**src/rtl/stopwatch_pkg.sv**
```systemverilog
// Shared types and constants for the stopwatch control block.
// State encoding is fixed so that debug taps and the display firmware agree on it.
package stopwatch_pkg;

    localparam int COUNT_W_DEFAULT = 64;

    typedef enum logic [2:0] {
        ST_IDLE  = 3'd0,
        ST_RUN   = 3'd1,
        ST_LAP   = 3'd2,
        ST_PAUSE = 3'd3,
        ST_HALT  = 3'd4
    } sw_state_e;

    // True in the states where time-base ticks reach the counter chain.
    function automatic logic is_counting(input sw_state_e st);
        return (st == ST_RUN) || (st == ST_LAP);
    endfunction

endpackage

```
**src/rtl/stopwatch_ctrl_edge_detect.sv**
```systemverilog
// Rising-edge detector for one debounced, clk-synchronous button level.
// Resetting prev high suppresses a spurious edge from a button held through reset.
module edge_detect #(
    parameter logic RESET_PREV = 1'b1
) (
    input  logic clk,
    input  logic rst,
    input  logic level,
    output logic edge_pulse
);

    logic prev_r;

    // Previous-cycle copy of the button level.
    always_ff @(posedge clk or posedge rst) begin
        if (rst) begin
            prev_r <= RESET_PREV;
        end else begin
            prev_r <= level;
        end
    end

    assign edge_pulse = level & ~prev_r;

endmodule

```
**src/rtl/stopwatch_ctrl.sv**
```systemverilog
// Stopwatch control FSM: gates the time-base tick into the counter chain,
// issues counter clears and freezes a lap value for the display mux.
module stopwatch_ctrl
    import stopwatch_pkg::*;
#(
    parameter int COUNT_W = COUNT_W_DEFAULT
) (
    input  logic               clk,
    input  logic               rst,
    input  logic               tick,
    input  logic               start_stop,
    input  logic               lap,
    input  logic               clear,
    input  logic               count_wrap,
    input  logic [COUNT_W-1:0] count_value,
    output logic               count_en,
    output logic               count_clr,
    output logic [COUNT_W-1:0] display_value,
    output logic               running,
    output logic               lap_active,
    output logic               overflow
);

    sw_state_e          state_r;
    logic [COUNT_W-1:0] lap_reg_r;
    logic               count_clr_r;
    logic               ss_edge_s;
    logic               lap_edge_s;
    logic               clr_edge_s;

    edge_detect #(.RESET_PREV(1'b1)) u_ss_edge (
        .clk        (clk),
        .rst        (rst),
        .level      (start_stop),
        .edge_pulse (ss_edge_s)
    );

    edge_detect #(.RESET_PREV(1'b1)) u_lap_edge (
        .clk        (clk),
        .rst        (rst),
        .level      (lap),
        .edge_pulse (lap_edge_s)
    );

    edge_detect #(.RESET_PREV(1'b1)) u_clr_edge (
        .clk        (clk),
        .rst        (rst),
        .level      (clear),
        .edge_pulse (clr_edge_s)
    );

    // Control FSM with lap capture and the one-cycle counter clear.
    always_ff @(posedge clk or posedge rst) begin
        if (rst) begin
            state_r     <= ST_IDLE;
            lap_reg_r   <= {COUNT_W{1'b0}};
            count_clr_r <= 1'b0;
        end else begin
            count_clr_r <= 1'b0;
            if (clr_edge_s) begin
                state_r     <= ST_IDLE;
                lap_reg_r   <= {COUNT_W{1'b0}};
                count_clr_r <= 1'b1;
            end else begin
                case (state_r)
                    ST_IDLE, ST_PAUSE: begin
                        if (ss_edge_s) begin
                            state_r <= ST_RUN;
                        end
                    end
                    ST_RUN: begin
                        // A wrap outranks a coincident lap, so no capture happens then.
                        if (count_wrap) begin
                            state_r <= ST_HALT;
                        end else if (ss_edge_s) begin
                            state_r <= ST_PAUSE;
                        end else if (lap_edge_s) begin
                            state_r   <= ST_LAP;
                            lap_reg_r <= count_value;
                        end
                    end
                    ST_LAP: begin
                        if (count_wrap) begin
                            state_r <= ST_HALT;
                        end else if (ss_edge_s) begin
                            state_r <= ST_PAUSE;
                        end else if (lap_edge_s) begin
                            state_r <= ST_RUN;
                        end
                    end
                    ST_HALT: begin
                        state_r <= ST_HALT;
                    end
                    default: begin
                        state_r <= ST_IDLE;
                    end
                endcase
            end
        end
    end

    assign count_clr     = count_clr_r;
    assign count_en      = tick & is_counting(state_r);
    assign display_value = (state_r == ST_LAP) ? lap_reg_r : count_value;
    assign running       = is_counting(state_r);
    assign lap_active    = (state_r == ST_LAP);
    assign overflow      = (state_r == ST_HALT);

endmodule

```
**config.mk**
```make
export PLATFORM = sky130hd
export DESIGN_NAME = stopwatch_ctrl
export DESIGN_NICKNAME = d
export VERILOG_FILES = /design/src/rtl/stopwatch_pkg.sv /design/src/rtl/stopwatch_ctrl_edge_detect.sv /design/src/rtl/stopwatch_ctrl.sv
export SDC_FILE = /design/constraint.sdc
export NUM_CORES = 1
export LEC_CHECK = 0
export BUFFER_PORTS_ARGS = -buffer_cell sky130_fd_sc_hd__buf_4
export CAP_MARGIN = 20
export CORE_MARGIN = 4
export CORE_UTILIZATION = 50
export CTS_BUF_LIST = sky130_fd_sc_hd__clkbuf_2
export DETAILED_ROUTE_END_ITERATION = 8
export PLACE_DENSITY = 0.91
export SLEW_MARGIN = 0
export SYNTH_ARGS = -nofsm -noshare
export SYNTH_HDL_FRONTEND = slang
export SYNTH_SLANG_ARGS = --single-unit
```
**constraint.sdc**
```tcl
create_clock -name clk -period 5.5 [get_ports clk]
set_input_delay 0.275 -clock clk [delete_from_list [all_inputs] [get_ports clk]]
set_output_delay 0.275 -clock clk [all_outputs]
set_load 0.02 [all_outputs]
```
Yosys cells after proc, flatten, opt, wreduce, memory -nomap -nowiden
Cells that the tools add are included.

word-level totals
  register bits after elaboration = 71
  bits of input ports = 71
  output and inout port bits = 69
  word-level logic and storage cells = 45

cells by class
  equality and inequality tests = 9
  muxes and demuxes = 16
  bitwise logic cells = 7
  reductions and logical operators = 7

operators with widths
  operator                                                               count
  64-bit 2-to-1 mux                                                      6
  3-bit 2-to-1 mux                                                       8
  3-bit one-hot mux with 4 select lines                                  1
  3-bit by 2-bit equality test with 1-bit output, second input constant  2
  5-bit by 2-bit != test with 1-bit output, second input constant        1
  5-bit != test, second input constant                                   1
  1-bit AND                                                              4
  2-bit by 1-bit != test with 1-bit output, second input constant        2
  4-bit AND reduction                                                    1
  2-bit nonzero test                                                     2
  3-bit by 1-bit equality test with 1-bit output, second input constant  1
  3-bit equality test, second input constant                             1
  3-bit zero test                                                        1
  3-bit != test, second input constant                                   1
  1-bit inverter                                                         3
  3-bit AND reduction                                                    1
  2-bit OR reduction                                                     1
  1-bit logical OR                                                       1
  1-bit 2-to-1 mux                                                       1

Depth between registers and ports, before layout
  word-level depth = 7
  gate-level depth with buffers = 6

Modules after synthesis
A second synthesis with hierarchy kept.

second synthesis, totals
  cell total of the unflattened synthesis = 382
  area, all modules = 4,290.4 µm²

by module, submodules not included
  module          instances  cells each  area an instance (µm²)  sequential area each (µm²)
  stopwatch_ctrl  1          373         4,159.0                 1,701.6
  edge_detect     3          3           43.8                    26.3

Worst setup path after synthesis
No wires, ideal clock.

  path type = register to output
  from = register state_r[0]
  to = output port display_value[15]
  data arrival time = 1,581 ps
  setup slack = 3,644 ps
  cell stages (with the launch flop) = 6
  cell sequence = dfrtp_1 > buf_4 > nor3b_1 > buf_2 > buf_4 > mux2_1

between the ends
  longest elaborated chain between the ends = 2

RTL lines
  item                                            line                   source
  start, declared                                 stopwatch_ctrl.sv:24   sw_state_e state_r;
  start signal, assigned                          stopwatch_ctrl.sv:55   state_r <= ST_IDLE;
  start signal, assigned                          stopwatch_ctrl.sv:61   state_r <= ST_IDLE;
  start signal, assigned                          stopwatch_ctrl.sv:68   state_r <= ST_RUN;
  3-bit by 2-bit equality test with 1-bit output  stopwatch_ctrl.sv:104  assign display_value = (state_r == ST_LAP) ? lap_reg_r : count_value;
  64-bit 2-to-1 mux                               stopwatch_ctrl.sv:104
  end, declared                                   stopwatch_ctrl.sv:18   output logic [COUNT_W-1:0] display_value,

Every way passes these cells.

Worst setup path in the final report
  from = register state_r[0]
  to = output port display_value[44]

Same word-level chain as after synthesis.

==> results.json <==
{
  "ant_nets": 0,
  "synth_flop_cell": "dfrtp_1",
  "via_per_inst": 5.09,
  "gr-total-overflow": 0,
  "final-max-slew-violation-count": 0,
  "drc": 0,
  "synth.top_cell.area_share_pct": 41.8,
  "finalNonFillerCells": 686,
  "boundaryPins": 140,
  "end_kind": "primary output",
  "hold_viol_final": 0,
  "ff2ff_setup_slack_ns": 3.46,
  "n_antenna_cell": 0,
  "synthTopCellsByCount": "nand2_1 (131), dfrtp_1 (68), mux2i_1 (64)",
  "synth.net_count": 459,
  "cts_buffers": 9,
  "yosysTopAreaCell": "dfrtp_1",
  "setup_viol": 0,
  "wire_per_inst_um": 15.8,
  "clkLatencyLatePin_ns": 0.49,
  "skew_ns": 0.0234,
  "cellPowerDensity_nw_per_um2": 250,
  "final_core_util_pct": 75.2,
  "crit_start": "state_r[0]",
  "dp_hpwl_um": 6540,
  "synth_area_leaders": "dfrtp_1 (42%), mux2i_1 (16%), nand2_1 (12%)",
  "gp_congestion": 0.797,
  "grt_pass1_wl_um": 17900,
  "synth-edff-count": 0,
  "path_class": "flip-flop to primary output",
  "synth_cell_types": 29,
  "syn_to_final_growth_pct": 44.3,
  "r2r_end": "lap_reg_r[31]",
  "total_power_mw": 1.47,
  "start_util_pct": 52.1,
  "grt_usage_pct": 22.7,
  "drv_cap": 0,
  "tightest_slew_ns": 0.881,
  "r2r_cells": 4,
  "period_needed_ns": 2.53,
  "placed_area_um2": 5040,
  "cp.required_ns": 5.22,
  "placed_cells": 604,
  "preCtsSetupSlack_ns": 3.50,
  "dr_total_vias": 3492,
  "cts_tree": "built",
  "ys_async_sr_fraction_pct": 100,
  "synth_area_per_cell_um2": 10.5,
  "synth_seq_cells": 71,
  "relSlewSlack_pct": 41.3,
  "setup_ws_ns": 2.97,
  "synth_cells": 388,
  "drt_pass1_iterations": 4,
  "yosysMostFrequentCell": "nand2_1",
  "clock_sinks": 71,
  "cp_data_arrival_time_ns": 2.25,
  "cts.htree.levels": 3,
  "peakVddDrop_mv": 0.191,
  "grt_pass1_vias": 3733,
  "cts_setup_buffers": 0,
  "clk_pin_slew_ns": 0.20,
  "min_period_over_period_pct": 45.9,
  "die_w_um": 98.2,
  "whs_ns": 0.0364,
  "die_y_um": 98.2,
  "leakage_nw": 2.76,
  "clk_path_buf_depth": 2,
  "finalSetupTns_ns": 0,
  "status": "completed",
  "dieArea_um2": 9640,
  "cts_root_buffer": "clkbuf_2",
  "rsz0062_at_grt": "false",
  "seq_area_frac_synth_pct": 43.8,
  "endpoint": "display_value[44]",
  "drtIter0Drc": 87,
  "nets": 650,
  "port_buffers": 139,
  "rr_startpoint": "state_r[0]",
  "drive_above_1_share_pct": 33.0,
  "routed_wl_um": 10800,
  "worstSetupStartpointType": "flip-flop",
  "row_count": 32,
  "antenna_found_initial": 0,
  "netlist_area_um2": 4070,
  "cp_max_fo": 35,
  "synth_warnings": 0,
  "fmax_mhz": 396,
  "grt_max_degree": 131,
  "design_area_um2": 5870,
  "hp-class": "input port to asynchronous set/reset pin",
  "coreArea_um2": 7810
}
[flip-flops by register name (all words and copies together) (netlist names)]
name               count
count_clr              1
lap_reg_r             64
state_r                3
u_clr_edge.prev_r      1
u_lap_edge.prev_r      1
u_ss_edge.prev_r       1
[kinds of logic after synthesis]
logic type / after synthesis / synth area share [%]
buffers and inverters: 34 / 6.46
AND/OR/NAND/NOR: 146 / 14.9
flip-flops: 71 / 43.8
multiplexers: 128 / 33.5
XOR/XNOR: 1 / 0.215
AO/OA/AOI/OAI: 8 / 1.23
[repair_timing]
action | 4_1_cts | 5_1_grt
endpoints found under the hold margin | 65 | 0
gates resized for setup | 0 | 0
hold buffers | 65 | 0
[worst min-delay path by stage]
stage                                from                 to  slack (ns)  cells past startpoint
after floorplan                     clear  u_clr_edge.prev_r        0.28                      0
after global placement         start_stop   u_ss_edge.prev_r        0.39                      1
after detailed placement       start_stop   u_ss_edge.prev_r        0.39                      1
after CTS                             rst      lap_reg_r[14]       0.004                      3
after global routing      count_value[53]      lap_reg_r[53]       0.005                      3
final                                 rst       lap_reg_r[4]        0.04                      3
[cell type report]
type | count | area [um^2]
multi-input cells | 283 | 2040
fillers | 493 | 1940
flip-flops and latches | 71 | 1780
repair buffers | 210 | 1750
well taps | 102 | 128
clock inverters | 7 | 111
clock buffers | 9 | 45.0
inverters | 4 | 15.0
[report_power, final]
group          internal, mW  switching [mW]
Sequential            0.567          0.0365
Clock                 0.193           0.184
Combinational         0.241           0.248
[worst max-delay path: stages, from the launching register on]
cell	delay, ns
dfrtp_1	0.51
nor3b_2	0.24
buf_4	0.42
mux2_1	0.39
buf_4	0.17
[metal layers]
metal	wire (um)	up-vias	global-route usage [%]
met1	4250	1654	26.1
li1	-	1678	-
met3	669	23	5.21
met4	220	0	7.56
met5	0	-	0
met2	5680	137	41.6
[cell usage in the layout (no fill, tap or decap)]
cell type / count
mux2_1: 39
or3_1: 1
xnor2_1: 1
buf_4: 144
o21bai_1: 1
nand2b_1: 3
nand2b_4: 1
nor2b_1: 2
o21ai_0: 3
clkinv_2: 2
dfstp_2: 3
nor2_1: 2
mux2_2: 25
mux2i_1: 64
a221oi_1: 1
nor3b_1: 1
nand3b_1: 1
clkinv_1: 1
clkinvlp_4: 1
inv_2: 1
a21o_1: 1
clkbuf_2: 9
buf_12: 1
nor4_4: 1
a21oi_1: 1
dlygate4sd3_1: 65
nor3b_2: 1
bufinv_16: 3
a31oi_1: 1
and2_1: 1
or3b_4: 1
inv_1: 3
nand2_1: 131
dfrtp_1: 68
Note: power is estimated with default switching activity, not from simulation.
